$ cat src/rtl/rob_retire_if.sv
// rtl/rob_retire_if.sv - ROB, free-list, RRF and flush signals of the retire unit
interface rob_retire_if #(
  parameter int SS        = 2,
  parameter int ROB_DEPTH = 16,
  parameter int PREG_W    = 6,
  parameter int AREG_W    = 5
);
  localparam int CNT_W = $clog2(ROB_DEPTH) + 1;
  localparam int POP_W = $clog2(SS) + 1;

  logic [CNT_W-1:0]             rob_count;
  logic [SS-1:0]                rob_done;
  logic [SS-1:0]                rob_mispred;
  logic [SS-1:0][AREG_W-1:0]    rob_areg;
  logic [SS-1:0][PREG_W-1:0]    rob_preg_new;
  logic [SS-1:0][PREG_W-1:0]    rob_preg_old;
  logic [SS-1:0][31:0]          rob_target;
  logic                         rob_pop;
  logic [POP_W-1:0]             rob_pop_cnt;
  logic [CNT_W-1:0]             fl_space;
  logic                         fl_push;
  logic [SS-1:0][PREG_W-1:0]    fl_preg;
  logic [POP_W-1:0]             fl_push_cnt;
  logic [SS-1:0]                rrf_we;
  logic [SS-1:0][AREG_W-1:0]    rrf_areg;
  logic [SS-1:0][PREG_W-1:0]    rrf_preg;
  logic                         flush;
  logic [31:0]                  flush_pc;
  logic [31:0]                  retired_total;

  modport master (
    input  rob_count, rob_done, rob_mispred, rob_areg, rob_preg_new, rob_preg_old,
           rob_target, fl_space,
    output rob_pop, rob_pop_cnt, fl_push, fl_preg, fl_push_cnt, rrf_we, rrf_areg,
           rrf_preg, flush, flush_pc, retired_total
  );

  modport slave (
    output rob_count, rob_done, rob_mispred, rob_areg, rob_preg_new, rob_preg_old,
           rob_target, fl_space,
    input  rob_pop, rob_pop_cnt, fl_push, fl_preg, fl_push_cnt, rrf_we, rrf_areg,
           rrf_preg, flush, flush_pc, retired_total
  );
endinterface

$ cat src/rtl/rob_retire_unit.sv
// rtl/rob_retire_unit.sv - in-order ROB retirement with RRF update, free-list return and flush
module rob_retire_unit #(
  parameter int SS        = 2,
  parameter int ROB_DEPTH = 16,
  parameter int PREG_W    = 6,
  parameter int AREG_W    = 5
) (
  input logic         clk,
  input logic         rst_n,
  rob_retire_if.master bus
);
  localparam int CNT_W = $clog2(ROB_DEPTH) + 1;
  localparam int POP_W = $clog2(SS) + 1;

  typedef enum logic [1:0] {RUN, FLUSH, DRAIN} state_t;
  state_t state;

  logic [POP_W-1:0]          n;
  logic                      stop;
  logic                      mis_hit;
  logic [31:0]               mis_pc;
  logic [SS-1:0]             free_c;
  logic [SS-1:0][PREG_W-1:0] fl_preg_c;
  logic [POP_W-1:0]          fl_cnt_c;

  // Oldest contiguous run of done entries, cut just after a mispredict.
  // Backpressure is all-or-nothing: no partial retire when the free list is short.
  always_comb begin
    n       = '0;
    stop    = 1'b0;
    mis_hit = 1'b0;
    mis_pc  = '0;
    for (int i = 0; i < SS; i++) begin
      if (!stop && (CNT_W'(i) < bus.rob_count) && bus.rob_done[i]) begin
        n = POP_W'(i + 1);
        if (bus.rob_mispred[i]) begin
          stop    = 1'b1;
          mis_hit = 1'b1;
          mis_pc  = bus.rob_target[i];
        end
      end else begin
        stop = 1'b1;
      end
    end
    if (state != RUN || bus.fl_space < CNT_W'(n)) begin
      n       = '0;
      mis_hit = 1'b0;
    end
  end

  // Entries writing arch reg 0 neither update the RRF nor free a register.
  always_comb begin
    free_c    = '0;
    fl_preg_c = '0;
    fl_cnt_c  = '0;
    for (int i = 0; i < SS; i++) begin
      free_c[i] = (POP_W'(i) < n) && (bus.rob_areg[i] != '0);
      for (int j = 0; j < SS; j++) begin
        if (free_c[i] && fl_cnt_c == POP_W'(j)) fl_preg_c[j] = bus.rob_preg_old[i];
      end
      if (free_c[i]) fl_cnt_c = fl_cnt_c + POP_W'(1);
    end
  end

  assign bus.rob_pop     = (n != '0);
  assign bus.rob_pop_cnt = n;

  always_ff @(posedge clk or negedge rst_n) begin
    if (!rst_n) begin
      state             <= RUN;
      bus.rrf_we        <= '0;
      bus.rrf_areg      <= '0;
      bus.rrf_preg      <= '0;
      bus.fl_push       <= 1'b0;
      bus.fl_preg       <= '0;
      bus.fl_push_cnt   <= '0;
      bus.flush         <= 1'b0;
      bus.flush_pc      <= '0;
      bus.retired_total <= '0;
    end else begin
      bus.rrf_we        <= free_c;
      bus.rrf_areg      <= bus.rob_areg;
      bus.rrf_preg      <= bus.rob_preg_new;
      bus.fl_preg       <= fl_preg_c;
      bus.fl_push_cnt   <= fl_cnt_c;
      bus.fl_push       <= (fl_cnt_c != '0);
      bus.retired_total <= bus.retired_total + 32'(n);
      bus.flush         <= 1'b0;
      case (state)
        RUN: begin
          if (mis_hit) begin
            state        <= FLUSH;
            bus.flush    <= 1'b1;
            bus.flush_pc <= mis_pc;
          end
        end
        FLUSH:   state <= DRAIN;
        DRAIN:   if (bus.rob_count == '0) state <= RUN;
        default: state <= RUN;
      endcase
    end
  end
endmodule
$ cat src/flat_wrapper.sv
// flat-port wrapper written by rule: the top's interface ports become plain ports
module rob_retire_unit_flat 
#(
  parameter int SS        = 2,
  parameter int ROB_DEPTH = 16,
  parameter int PREG_W    = 6,
  parameter int AREG_W    = 5
)
  (clk, rst_n, bus_rob_count, bus_rob_done, bus_rob_mispred, bus_rob_areg, bus_rob_preg_new, bus_rob_preg_old, bus_rob_target, bus_fl_space, bus_rob_pop, bus_rob_pop_cnt, bus_fl_push, bus_fl_preg, bus_fl_push_cnt, bus_rrf_we, bus_rrf_areg, bus_rrf_preg, bus_flush, bus_flush_pc, bus_retired_total);
  rob_retire_if #(.SS(SS), .ROB_DEPTH(ROB_DEPTH), .PREG_W(PREG_W), .AREG_W(AREG_W)) bus_i ();
  input logic clk;
  input logic rst_n;
  input wire logic [$bits(bus_i.rob_count)-1:0] bus_rob_count;
  input wire logic [$bits(bus_i.rob_done)-1:0] bus_rob_done;
  input wire logic [$bits(bus_i.rob_mispred)-1:0] bus_rob_mispred;
  input wire logic [$bits(bus_i.rob_areg)-1:0] bus_rob_areg;
  input wire logic [$bits(bus_i.rob_preg_new)-1:0] bus_rob_preg_new;
  input wire logic [$bits(bus_i.rob_preg_old)-1:0] bus_rob_preg_old;
  input wire logic [$bits(bus_i.rob_target)-1:0] bus_rob_target;
  input wire logic [$bits(bus_i.fl_space)-1:0] bus_fl_space;
  output wire logic [$bits(bus_i.rob_pop)-1:0] bus_rob_pop;
  output wire logic [$bits(bus_i.rob_pop_cnt)-1:0] bus_rob_pop_cnt;
  output wire logic [$bits(bus_i.fl_push)-1:0] bus_fl_push;
  output wire logic [$bits(bus_i.fl_preg)-1:0] bus_fl_preg;
  output wire logic [$bits(bus_i.fl_push_cnt)-1:0] bus_fl_push_cnt;
  output wire logic [$bits(bus_i.rrf_we)-1:0] bus_rrf_we;
  output wire logic [$bits(bus_i.rrf_areg)-1:0] bus_rrf_areg;
  output wire logic [$bits(bus_i.rrf_preg)-1:0] bus_rrf_preg;
  output wire logic [$bits(bus_i.flush)-1:0] bus_flush;
  output wire logic [$bits(bus_i.flush_pc)-1:0] bus_flush_pc;
  output wire logic [$bits(bus_i.retired_total)-1:0] bus_retired_total;
  assign bus_i.rob_count = bus_rob_count;
  assign bus_i.rob_done = bus_rob_done;
  assign bus_i.rob_mispred = bus_rob_mispred;
  assign bus_i.rob_areg = bus_rob_areg;
  assign bus_i.rob_preg_new = bus_rob_preg_new;
  assign bus_i.rob_preg_old = bus_rob_preg_old;
  assign bus_i.rob_target = bus_rob_target;
  assign bus_i.fl_space = bus_fl_space;
  assign bus_rob_pop = bus_i.rob_pop;
  assign bus_rob_pop_cnt = bus_i.rob_pop_cnt;
  assign bus_fl_push = bus_i.fl_push;
  assign bus_fl_preg = bus_i.fl_preg;
  assign bus_fl_push_cnt = bus_i.fl_push_cnt;
  assign bus_rrf_we = bus_i.rrf_we;
  assign bus_rrf_areg = bus_i.rrf_areg;
  assign bus_rrf_preg = bus_i.rrf_preg;
  assign bus_flush = bus_i.flush;
  assign bus_flush_pc = bus_i.flush_pc;
  assign bus_retired_total = bus_i.retired_total;
  rob_retire_unit #(.SS(SS), .ROB_DEPTH(ROB_DEPTH), .PREG_W(PREG_W), .AREG_W(AREG_W)) u_core (.clk(clk), .rst_n(rst_n), .bus(bus_i));
endmodule
$ cat config.mk
export PLATFORM = sky130hd
export DESIGN_NAME = rob_retire_unit_flat
export DESIGN_NICKNAME = d
export VERILOG_FILES = /design/src/rtl/rob_retire_if.sv /design/src/rtl/rob_retire_unit.sv /design/src/flat_wrapper.sv
export SDC_FILE = /design/constraint.sdc
export NUM_CORES = 1
export LEC_CHECK = 0
export CAP_MARGIN = 30
export CORE_UTILIZATION = 30
export DETAILED_ROUTE_END_ITERATION = 10
export DONT_BUFFER_PORTS = 1
export GPL_TIMING_DRIVEN = 0
export PLACE_DENSITY_LB_ADDON = 0.1
export SLEW_MARGIN = 25
export SYNTH_ARGS = -nofsm -noshare
export SYNTH_HDL_FRONTEND = slang
export SYNTH_SLANG_ARGS = --single-unit
$ cat constraint.sdc
create_clock -name clk -period 3.05 [get_ports clk]
set_input_delay 0.7625 -clock clk [delete_from_list [all_inputs] [get_ports clk]]
set_output_delay 0.7625 -clock clk [all_outputs]
set_load 0.05 [all_outputs]
==> run_results.csv <==
group,metric,value,unit
status,status,"finished, violations left",
status,violations,"setup timing",
sta,fmax,228.0,MHz
flow_run,maxCapViolCount,0,
global_route,grt_usage,15.17,%
critical_path,crit_arrival,4600,ps
sta,setup_viol,70,
drt,routed_wirelength,11280,µm
critical_path,crit_chain,"or4_4 -> o21a_4 -> nand2_4 -> ha_4 -> or4_4 -> o21ai_4 -> nor4_4 -> ha_2 -> inv_2 -> fa_2 -> nand3b_1 -> nor4_4 -> buf_6 -> buf_12 -> nand4_1 -> xnor2_1",
global_route,grt_overflow_total,0,
synthesis,ys_ff_latch,106,
floorplanning,die_x,121.4,µm
sta,grt_setup_unrepaired,"true",
critical_path,required,3260,ps
global_route,antenna_found_initial,0,
power_and_ir_drop,power_leakage,2.375,nW
sta,period_minus_slack,4386,ps
drt,remaining_drc_errors,0,
sta,tightestPinTransition,929.1,ps
floorplanning,coreArea,0.01388,mm²
finish,nNetsFinal,505,
finish,multiInputGateArea,0.002062,mm²
finish,utilization,41.86,%
clock_network,cts_hold_buffers,0,
sta,period_share,143.8,%
drt,drtIter0Drc,123,
place,dpl.hpwl,7508,µm
finish,areaGrowthSynthToFinish,35.83,%
synthesis,syn_avg_cell_area,12.85,µm²
global_route,grt_pass1_vias,3016,
synthesis,synth_ff_type,"dfrtp_1",
global_route,grt_pass1_wl,16860,µm
sta,hold_viol,0,
drt,postRouteAntennaNets,0,
clock_network,cts-root-buf,"clkbuf_16",
power_and_ir_drop,power,5.173,mW
critical_path,cp-start-kind,"input pin",
critical_path,critPathKind,"in2reg",
sta,finalMaxSlewViolations,0,
hold_path,min_path_type,"in2async",
finish,n_fill_cell,1306,
place,pre_cts_ws,-2021,ps
floorplanning,io_pins,221,
sta,setup_tns,-32170,ps
synthesis,yosys.area_share.adder,2.223,%
critical_path,slowest_stage,"nor4_4",
synthesis,synth_compound_area_share,15.82,%
synthesis,synthMuxAreaShare,0.2340,%
power_and_ir_drop,peakVddDrop,0.0004528,V
synthesis,synthXorXnorAreaFrac,6.142,%
floorplanning,rows,43,
critical_path,startpoint,"bus_rob_count[2]",
critical_path,r2r-start,"u_core.state[1]$_DFFE_PN0P_",
finish,diodes,0,
clock_network,clock_latency,350,ps
synthesis,synth_simple_gate_area_share,10.73,%
global_route,grt_start_max_net_pins,107,
drt,post_drt_wl_per_cell,19.83,µm
drt,vias,2941,
sta,relSlewSlack,37.60,%
synthesis,netlist-cell-type-count,37,
synthesis,synth_top_family_by_area,"compound AO/OA/AOI/OAI gates",
drt,avgViaCountPerCell,5.169,
synthesis,synth_edf_count,0,
place,gp_congestion,0.7217,
floorplanning,fp.dieArea,0.01474,mm²
clock_network,cts_buffers,9,
floorplanning,die_h,121.4,µm
sta,clock_skew,7.950,ps
critical_path,ff2ff_path_depth,12,
critical_path,crit_fanout,5,
finish,design_area,0.005811,mm²
critical_path,max_stage_delay,780,ps
finish,area.sequential,0.002653,mm²
clock_network,cts_tree,"done",
power_and_ir_drop,power_density,890.3,mW/mm²
clock_network,clk_pin_slew,70,ps
clock_network,cts-htree-levels,3,
clock_network,clkSinkCount,106,
sta,final.setup.worst_slack,-1336,ps
clock_network,clock_path_buffers,2,
synthesis,yosysWarnings,0,
synthesis,synth-seq-area-share,62.01,%
finish,post_route_cells_drive_above_1_share,38.30,%
place,placed_area,0.004571,mm²
synthesis,async_flop_share,100.0,%
floorplanning,start_util,30.82,%
critical_path,end_kind,"flip-flop",
synthesis,syn_area,0.004278,mm²
place,place.port_buffers,0,
synthesis,synth_nets,454,
drt,first_pass_iters,4,
synthesis,synthCells,333,
cells by family after synthesis:
group                      Yosys count
buffers and inverters               28
and+or+nand+nor                     79
AOI/OAI and AO/OA                   82
muxes                                1
xor gates and xnor gates            30
adders and majority gates            7
DFF                                106
synth_stat cells (7+ instances only):
library cell	instances	area, µm²
nand4_1	13	81.33
nand2_1	11	41.29
nand3_1	12	60.06
o2bb2ai_1	32	280.3
xnor2_1	28	245.2
dfrtp_1	106	2653
and2_1	7	43.79
a22oi_1	32	240.2
inv_1	12	45.04
clkbuf_1	9	33.78
nor2_1	10	37.54
critical path: cells and delay by family:
family | cells | cell delay, ps
AOI/OAI and AO/OA | 2 | 340
buffers and inverters | 3 | 330
and+or+nand+nor | 7 | 2160
adders and majority gates | 3 | 830
xor gates and xnor gates | 1 | 170
repair_timing:
item,4_1_cts,5_1_grt
gates resized for setup,53,93
setup buffers,32,17
setup endpoints to repair,49,84
pin swaps,20,35
gates cloned,1,4
cells in the final DEF, fill, tap and decap left out, types with 9 or more instances in the layout:
cell       netlist  routed
clkbuf_1         9      11
dfrtp_1        106     106
o2bb2ai_2        0      29
clkbuf_16        0       9
xnor2_1         28      27
nand4_1         13      13
a22oi_1         32      32
buf_4            3      20
buf_6            0      20
worst paths after layout:
| check | slack (ps) | to |
|---|---|---|
| max | -1340 | u_core.bus.retired_total[22]$_DFF_PN0_ |
| min in group clk | 440 | u_core.bus.rrf_areg[8]$_DFF_PN0_ |
| min reg2reg | 480 | u_core.state[1]$_DFFE_PN0P_ |
| max in group asynchronous | 2830 | u_core.bus.rrf_areg[6]$_DFF_PN0_ |
| min | 110 | u_core.bus.rrf_preg[10]$_DFF_PN0_ |
| max reg2reg | -470 | u_core.bus.retired_total[22]$_DFF_PN0_ |
report_power, final:
part	internal [mW]	switching [mW]
logic	0.597	0.475
clock network	0.581	0.515
registers	1.68	1.33
registers in the layout (all words and copies together) (netlist names):
signal and count:
u_core.bus.flush_pc 32, u_core.bus.flush 1, u_core.state 2, u_core.bus.fl_push_cnt 2, u_core.bus.fl_preg 12, u_core.bus.rrf_areg 10, u_core.bus.retired_total 32, u_core.bus.fl_push 1
u_core.bus.rrf_preg 12, u_core.bus.rrf_we 2
metal layers:
| metal | vias up | GRT usage (%) | share of wire [%] |
|---|---|---|---|
| li1 | 1329 | - | - |
| met1 | 1473 | 18.74 | 42 |
| met2 | 127 | 24.36 | 48 |
| met3 | 12 | 4.229 | 8.1 |
| met4 | 0 | 7.099 | 1.7 |
| met5 | - | 0 | 0 |
per-stage QoR:
step / std cells / hold slack (ps)
2_1_floorplan: 333 / 451.2
3_3_place_gp: 513 / 464.1
3_5_place_dp: 513 / 469.0
4_1_cts: 559 / 84.71
5_1_grt: 569 / 79.98
6_report: 569 / 106.4
layout make-up:
cell class | instances | area share, %
clock buffers | 13 | 4.307
plain buffers | 15 | 1.938
inverters | 12 | 0.9044
flip-flops and latches | 106 | 45.65
repair buffers | 41 | 7.407
well taps | 180 | 3.876
multi-input cells | 199 | 35.49
clock inverters | 3 | 0.4307
No activity file was read; power rests on OpenSTA's default activity.
